`src/rtl/bcd_to_binary_seq.sv`:
```
// rtl/bcd_to_binary_seq.sv - sequential six-digit BCD to binary converter (optional BCD_DIGIT_CHECK_EN)
module bcd_to_binary_seq #(
  parameter int NUM_DIGITS = 6,
  parameter int OUT_W      = 10
) (
  input  logic             clk,
  input  logic             reset,
  input  logic             start,
  input  logic [3:0]       d1,
  input  logic [3:0]       d2,
  input  logic [3:0]       d3,
  input  logic [3:0]       d4,
  input  logic [3:0]       d5,
  input  logic [3:0]       d6,
  output logic [OUT_W-1:0] binary,
  output logic             busy,
  output logic             done,
  output logic             overflow,
  output logic             invalid
);

  typedef enum logic [1:0] {
    S_IDLE = 2'd0,
    S_CONV = 2'd1,
    S_DONE = 2'd2
  } state_t;

  localparam logic [OUT_W+3:0] MAX_VAL = {4'b0000, {OUT_W{1'b1}}};
  localparam logic [OUT_W+3:0] TEN     = (OUT_W+4)'(10);
  localparam logic [2:0]       IDX_TOP = 3'(NUM_DIGITS - 1);

  state_t           state_q, state_d;
  logic [3:0]       dig_q [6];
  logic [3:0]       dig_d [6];
  logic [OUT_W-1:0] acc_q, acc_d;
  logic [2:0]       idx_q, idx_d;
  logic             ovf_q, ovf_d;
  logic [OUT_W-1:0] binary_q, binary_d;
  logic             busy_q, busy_d;
  logic             done_q, done_d;
  logic             overflow_q, overflow_d;
`ifdef BCD_DIGIT_CHECK_EN
  logic             inv_q, inv_d;
  logic             invalid_q, invalid_d;
`endif

  logic [3:0]       cur_dig;
  logic [OUT_W+3:0] nxt;
  logic             step_ovf;

  // Next-state, accumulate step and registered-output preparation
  always_comb begin
    state_d    = state_q;
    dig_d      = dig_q;
    acc_d      = acc_q;
    idx_d      = idx_q;
    ovf_d      = ovf_q;
    binary_d   = binary_q;
    done_d     = 1'b0;
    overflow_d = overflow_q;
`ifdef BCD_DIGIT_CHECK_EN
    inv_d      = inv_q;
    invalid_d  = invalid_q;
`endif

    // One multiply-by-10 step; the 4 extra bits hold acc*10+15 without wrapping
    cur_dig  = dig_q[idx_q];
    nxt      = ({4'b0000, acc_q} * TEN) + {{OUT_W{1'b0}}, cur_dig};
    step_ovf = (nxt > MAX_VAL);

    case (state_q)
      S_IDLE: begin
        if (start) begin
          dig_d[0] = d1;
          dig_d[1] = d2;
          dig_d[2] = d3;
          dig_d[3] = d4;
          dig_d[4] = d5;
          dig_d[5] = d6;
          acc_d    = '0;
          ovf_d    = 1'b0;
`ifdef BCD_DIGIT_CHECK_EN
          inv_d    = 1'b0;
`endif
          idx_d    = IDX_TOP;
          state_d  = S_CONV;
        end
      end
      S_CONV: begin
        // Clamp to all ones once the range is exceeded so later steps cannot wrap
        acc_d = step_ovf ? {OUT_W{1'b1}} : nxt[OUT_W-1:0];
        ovf_d = ovf_q | step_ovf;
`ifdef BCD_DIGIT_CHECK_EN
        inv_d = inv_q | (cur_dig > 4'd9);
`endif
        if (idx_q == 3'd0) begin
          // Results are loaded on the last step so they appear with done
          state_d = S_DONE;
          done_d  = 1'b1;
`ifdef BCD_DIGIT_CHECK_EN
          invalid_d = 1'b0;
          if (inv_d) begin
            binary_d   = '0;
            overflow_d = 1'b0;
            invalid_d  = 1'b1;
          end else
`endif
          if (ovf_d) begin
            binary_d   = {OUT_W{1'b1}};
            overflow_d = 1'b1;
          end else begin
            binary_d   = acc_d;
            overflow_d = 1'b0;
          end
        end else begin
          idx_d = idx_q - 3'd1;
        end
      end
      S_DONE: begin
        state_d = S_IDLE;
      end
      default: begin
        state_d = S_IDLE;
      end
    endcase

    busy_d = (state_d != S_IDLE);
  end

  // State and output registers with synchronous active-high reset
  always_ff @(posedge clk) begin
    if (reset) begin
      state_q    <= S_IDLE;
      for (int i = 0; i < 6; i++) dig_q[i] <= 4'd0;
      acc_q      <= '0;
      idx_q      <= 3'd0;
      ovf_q      <= 1'b0;
      binary_q   <= '0;
      busy_q     <= 1'b0;
      done_q     <= 1'b0;
      overflow_q <= 1'b0;
`ifdef BCD_DIGIT_CHECK_EN
      inv_q      <= 1'b0;
      invalid_q  <= 1'b0;
`endif
    end else begin
      state_q    <= state_d;
      for (int i = 0; i < 6; i++) dig_q[i] <= dig_d[i];
      acc_q      <= acc_d;
      idx_q      <= idx_d;
      ovf_q      <= ovf_d;
      binary_q   <= binary_d;
      busy_q     <= busy_d;
      done_q     <= done_d;
      overflow_q <= overflow_d;
`ifdef BCD_DIGIT_CHECK_EN
      inv_q      <= inv_d;
      invalid_q  <= invalid_d;
`endif
    end
  end

  assign binary   = binary_q;
  assign busy     = busy_q;
  assign done     = done_q;
  assign overflow = overflow_q;
`ifdef BCD_DIGIT_CHECK_EN
  assign invalid  = invalid_q;
`else
  assign invalid  = 1'b0;
`endif

endmodule

```
`config.mk`:
```
export PLATFORM = sky130hd
export DESIGN_NAME = bcd_to_binary_seq
export DESIGN_NICKNAME = d
export VERILOG_FILES = /design/src/rtl/bcd_to_binary_seq.sv
export SDC_FILE = /design/constraint.sdc
export NUM_CORES = 1
export LEC_CHECK = 0
export CELL_PAD_IN_SITES_DETAIL_PLACEMENT = 1
export CELL_PAD_IN_SITES_GLOBAL_PLACEMENT = 1
export CORE_MARGIN = 5
export CORE_UTILIZATION = 40
export DETAILED_ROUTE_END_ITERATION = 12
export GPL_TIMING_DRIVEN = 0
export PLACE_DENSITY_LB_ADDON = 0.1
export SLEW_MARGIN = 20
export SYNTH_ARGS = -nofsm -noshare
export SYNTH_HDL_FRONTEND = slang
export SYNTH_SLANG_ARGS = --single-unit
```
`constraint.sdc`:
```
create_clock -name clk -period 3.5 [get_ports clk]
set_input_delay 0.35 -clock clk [delete_from_list [all_inputs] [get_ports clk]]
set_output_delay 0.35 -clock clk [all_outputs]
set_load 0.02 [all_outputs]
```
# Word-level counts from Yosys, hierarchy flattened
# Cells that the tools add are included.
# Widths: inputs -> output; s select.
[totals]
register_bits = 53
output_inout_bits = 14
word_cells = 51
[classes]
order_cmp = 2
n_eq_ne = 3
n_addsub = 2
muxes = 17
n_bitwise = 3
mul = 1
n_reduce_logical = 9
[op_table]
columns = ["op", "n"]
rows = [
  ["$mux 10", 3],
  ["$pmux 10 s2", 1],
  ["$add 14x4->14", 1],
  ["$gt 14x10->1 const B", 1],
  ["$mul 10x3->13 const B", 1],
  ["$bmux 4 s3", 1],
  ["$mux 4", 2],
  ["$mux 3", 2],
  ["$pmux 3 s2", 1],
  ["$reduce_and 2->1", 3],
  ["$ge 4x4->1 const B", 1],
  ["$mux 2", 2],
  ["$ne 2x2->1 const B", 2],
  ["$not 3->4", 1],
  ["$pmux 2 s2", 1],
  ["$reduce_bool 2->1", 2],
  ["$logic_not 3->1", 1],
  ["$mux 1", 3],
  ["$reduce_and 3->1", 1],
  ["$sub 3x1->3 const B", 1],
  ["$eq 2x1->1 const B", 1],
  ["$logic_not 2->1", 1],
  ["$pmux 1 s2", 1],
  ["$reduce_or 2->1", 1],
  ["2 further kinds", 2],
]

# Logic depth before layout (Yosys ltp)
[depth]
ltp_word = 8
depth_mapped = 14
depth_no_buf = 12

# Worst setup path after synthesis
# No wires, ideal clock.
[synth_timing]
path_kind = "register to register"
from = "register idx_q[1]"
to = "register acc_q[3]"
path_buffers = 2
slack_ns = 0.481
t_arrival_ns = 2.933
stages_incl_launch_ff = 14
t_required_ns = 3.414
period_less_slack_ns = 3.019
cell_sequence = "dfxtp_1 -> clkbuf_1 -> mux4_2 -> inv_1 -> o22a_1 -> inv_1 -> ha_1 -> a21o_1 -> a21oi_1 -> nor4_4 -> nand3_1 -> mux2_4 -> buf_6 -> a221oi_2"
[synth_via]
elab_chain_len = 8
[synth_rtl]
columns = ["element", "line_no", "rtl"]
rows = [
  ["start: declaration", "36", "logic [2:0] idx_q, idx_d;"],
  ["start signal: assignment", "150", "idx_q <= idx_d;"],
  ["$not 3->4 (not written as such) (*)", "67", "cur_dig = dig_q[idx_q];"],
  ["$bmux 4 s3 (*)", "67", ""],
  ["$mux 4 (not written as such) (*) (2 in series)", "67", ""],
  ["$add 14x4->14 (*)", "68", "nxt = ({4'b0000, acc_q} * TEN) + {{OUT_W{1'b0}}, cur_dig};"],
  ["$gt 14x10->1", "69", "step_ovf = (nxt > MAX_VAL);"],
  ["$mux 10 (*)", "91", "acc_d = step_ovf ? {OUT_W{1'b1}} : nxt[OUT_W-1:0];"],
  ["$pmux 10 s2 (*)", "71", "case (state_q)"],
  ["end signal: assignment", "135", "acc_q <= '0;"],
  ["end signal: assignment", "149", "acc_q <= acc_d;"],
  ["end: declaration", "35", "logic [OUT_W-1:0] acc_q, acc_d;"],
]
# Mark *: on every way between the ends. The rest lies on a longest branch, timed or not. The select of a mux whose other input is x is not followed.
# A chain may end at the register's enable or synchronous reset.

# Final worst setup path
[layout_timing]
from = "register idx_q[1]"
to = "register binary_q[7], in the netlist binary[7]"
[layout_via]
elab_chain_len = 8
[layout_rtl]
columns = ["element", "line_no", "rtl"]
rows = [
  ["$not 3->4 (not written as such)", "67", ""],
  ["$bmux 4 s3", "67", ""],
  ["$mux 4 (not written as such) (2 in series)", "67", ""],
  ["$add 14x4->14", "68", ""],
  ["$gt 14x10->1", "69", ""],
  ["$mux 10 or $or 1x1->1 (tied branches)", "91, 92", ""],
  ["$mux 10", "108", "if (ovf_d) begin"],
  ["end signal: assignment", "152", "binary_q <= binary_d;"],
  ["end: declaration", "38", "logic [OUT_W-1:0] binary_q, binary_d;"],
]
# Several ways; a longest one is shown, not always the timed one. The select of a mux whose other input is x is not followed.

==> impl_metrics.env <==
export IMPL_synth_edff_count=0
export IMPL_cpMostUsedCell="inv_1"
export IMPL_path_cells="mux4_2 > inv_1 > o22a_1 > inv_1 > ha_1 > a21o_1 > a21oi_1 > nor4_4 > nand3_1 > mux2_4 > buf_2 > a211oi_2"
export IMPL_async_flop_share=0
export IMPL_post_route_period_util=0.930
export IMPL_first_pass_iters=4
export IMPL_wl_met3_microns=227
export IMPL_clock_fmax_mhz=307
export IMPL_worst_pin_slew_ps=774
export IMPL_cp_end_kind="register"
export IMPL_met2WireLength_mm=3.87
export IMPL_cp_max_fo=10
export IMPL_synth_warnings=0
export IMPL_seq_area_sq_mm=0.00106
export IMPL_initial_core_util=0.412
export IMPL_crit_type="register to register"
export IMPL_antenna_left=0
export IMPL_synth_distinct_cells=53
export IMPL_die_area_sq_mm=0.00931
export IMPL_numClockSinks=53
export IMPL_rsz0062_at_grt="false"
export IMPL_core_area_sq_mm=0.00725
export IMPL_rrSetupSlack_ps=240
export IMPL_drc=0
export IMPL_grt_overflow_total=0
export IMPL_synthFlopType="dfxtp_1"
export IMPL_final_util=0.496
export IMPL_first_global_vias=2682
export IMPL_area_growth_pct=20.4
export IMPL_cap_violations=0
export IMPL_antenna_found_initial=0
export IMPL_clock_skew_ps=15.6
export IMPL_slowest_stage="dfxtp_1"
export IMPL_final_cells=486
export IMPL_setup_viol=0
export IMPL_crit_arrival_ps=3480
export IMPL_pre_cts_ws_ps=101
export IMPL_hpwl_mm=6.19
export IMPL_die_height_microns=96.5
export IMPL_nNetsFinal=436
export IMPL_synth_seq_cells=53
export IMPL_wire_per_inst_microns=16.0
export IMPL_num_antenna_cells=0
export IMPL_hold_viol=0
export IMPL_die_x_microns=96.5
export IMPL_grt_max_degree=18
export IMPL_synthesis_nets=393
export IMPL_drt_iter0_drc=45
export IMPL_io_pins=41
export IMPL_ctsResizeCount=0
export IMPL_ys_seq_area_frac=0.355
export IMPL_drt_met1_wl_mm=3.56
export IMPL_status="completed"
export IMPL_numCtsBuffers=5
export IMPL_grt_total_usage=0.179
export IMPL_leakagePower_nw=1.35
export IMPL_fillers=875
export IMPL_clock_latency_ps=310
export IMPL_numPortBuffers=38
export IMPL_slowest_delay_ps=550
export IMPL_slew_headroom=0.484
export IMPL_root_buffer="clkbuf_8"
export IMPL_avgSynthCellArea_sq_um=8.72
export IMPL_top_layer_used="met4"
export IMPL_gp_congestion=0.804
export IMPL_ir_drop_mv=0.213
export IMPL_row_count=31
export IMPL_syn_area_sq_mm=0.00299
export IMPL_required_ps=3720
export IMPL_maxSlewViolCount=0
export IMPL_syn_inst=343
export IMPL_num_vias=2579
export IMPL_htreeDepth=2
export IMPL_place_inst=480
export IMPL_hold_path_class="register to register"
export IMPL_path_clk_slew_ps=100
export IMPL_postRouteWirelength_mm=7.76
export IMPL_viasPerCell=5.31
export IMPL_hold_buffers=0
export IMPL_pwr_density_cell_mw_per_mm2=423
export IMPL_fin_area_sq_mm=0.00360
export IMPL_multi_input_area_sq_mm=0.00179
export IMPL_tritoncts="built"
export IMPL_cp_start_kind="register"
export IMPL_fin_tns_setup_ps=0
export IMPL_layout_drive_gt1_share=0.0904
export IMPL_post_cts_buffers=0
export IMPL_grt_pass1_wl_mm=12.9
export IMPL_worst_slack_ps=244
export IMPL_clk_path_buf_depth=2
export IMPL_place_area_sq_mm=0.00350
export IMPL_fin_crit_ps=3260
## synth_stat cells, types with 5 or more instances
| library cell | instances | share of area |
|---|---|---|
| nand2_1 | 54 | 0.068 |
| dfxtp_1 | 53 | 0.35 |
| a21oi_1 | 50 | 0.084 |
| ha_1 | 21 | 0.088 |
| nor2_1 | 19 | 0.024 |
| clkbuf_1 | 18 | 0.023 |
| inv_1 | 13 | 0.016 |
| o21bai_1 | 10 | 0.025 |
| nor3_1 | 9 | 0.015 |
| xor2_1 | 7 | 0.020 |
| a311oi_2 | 6 | 0.030 |
| a211oi_2 | 5 | 0.021 |
| nand2b_1 | 5 | 0.010 |
| o21ai_0 | 5 | 0.0084 |
## worst max-delay path, delay by kind of cell (launching register included)
| kind | cells | cell delay [ps] |
|---|---|---|
| flip-flops | 1 | 550 |
| multiplexers | 2 | 900 |
| AO/OA/AOI/OAI | 4 | 880 |
| adder cells (fa/ha/maj) | 1 | 270 |
| AND/OR/NAND/NOR | 2 | 240 |
| buffers and inverters | 3 | 320 |
## logic make-up after synthesis
group	Yosys count	share of synthesized area
XOR/XNOR	10	0.0293
AO/OA/AOI/OAI	101	0.239
buffers and inverters	35	0.0485
adder cells (fa/ha/maj)	23	0.101
AND/OR/NAND/NOR	111	0.178
multiplexers	9	0.0485
flip-flops	53	0.355
other	1	0.00125
## stage by stage
stage               hold slack [ps]  total power [mW]
floorplan                       433             0.967
global placement                442              1.10
detailed placement              446              1.12
CTS                             460              1.54
global route                    485              1.61
finish                          461              1.52
## path summary, 6_finish.rpt
kind,start,to,depth (start not counted)
min reg2reg,dig_q[6]$_SDFFE_PP0P_,dig_q[6]$_SDFFE_PP0P_,2
max,idx_q[1]$_SDFFE_PP0P_,binary[7]$_SDFFE_PP0P_,12
min,dig_q[6]$_SDFFE_PP0P_,dig_q[6]$_SDFFE_PP0P_,2
max reg2reg,idx_q[1]$_SDFFE_PP0P_,binary[7]$_SDFFE_PP0P_,12
## metal layers
layer | track usage | up-vias
li1 | - | 1310
met1 | 0.226 | 1220
met2 | 0.319 | 42
met3 | 0.0287 | 7
met4 | 0.0432 | 0
met5 | 0 | -
## state kept, by name, indices dropped and copies added (netlist names)
name      flops
acc_q        10
binary       10
busy          1
dig_q        24
done          1
idx_q         3
overflow      1
ovf_q         1
state_q       2
## power breakdown
| group | switching, mW | internal (mW) | leakage [nW] |
|---|---|---|---|
| Combinational | 0.222 | 0.173 | 0.861 |
| Sequential | 0.0450 | 0.655 | 0.433 |
| Clock | 0.214 | 0.215 | 0.0585 |
| Total | 0.482 | 1.04 | 1.35 |
## cell type report
cell class | instances | area share
inverter | 13 | 0.0136
buffer | 20 | 0.0247
clock inverter | 3 | 0.0122
sequential | 53 | 0.295
clock buffer | 5 | 0.0191
tap | 99 | 0.0344
timing repair buffer | 38 | 0.106
multi-input combinational | 255 | 0.496
## cell usage in the layout, fill, tap and decap left out, drive strengths merged, types with 9 or more instances in the layout
| cell | Yosys | routed |
|---|---|---|
| nand2 | 54 | 54 |
| dfxtp | 53 | 53 |
| a21oi | 50 | 50 |
| clkdlybuf4s50 | 0 | 38 |
| ha | 21 | 21 |
| clkbuf | 18 | 21 |
| nor2 | 19 | 19 |
| inv | 13 | 14 |
| o21bai | 10 | 10 |
| nor3 | 9 | 9 |
Power figures use the tool's default switching activity.
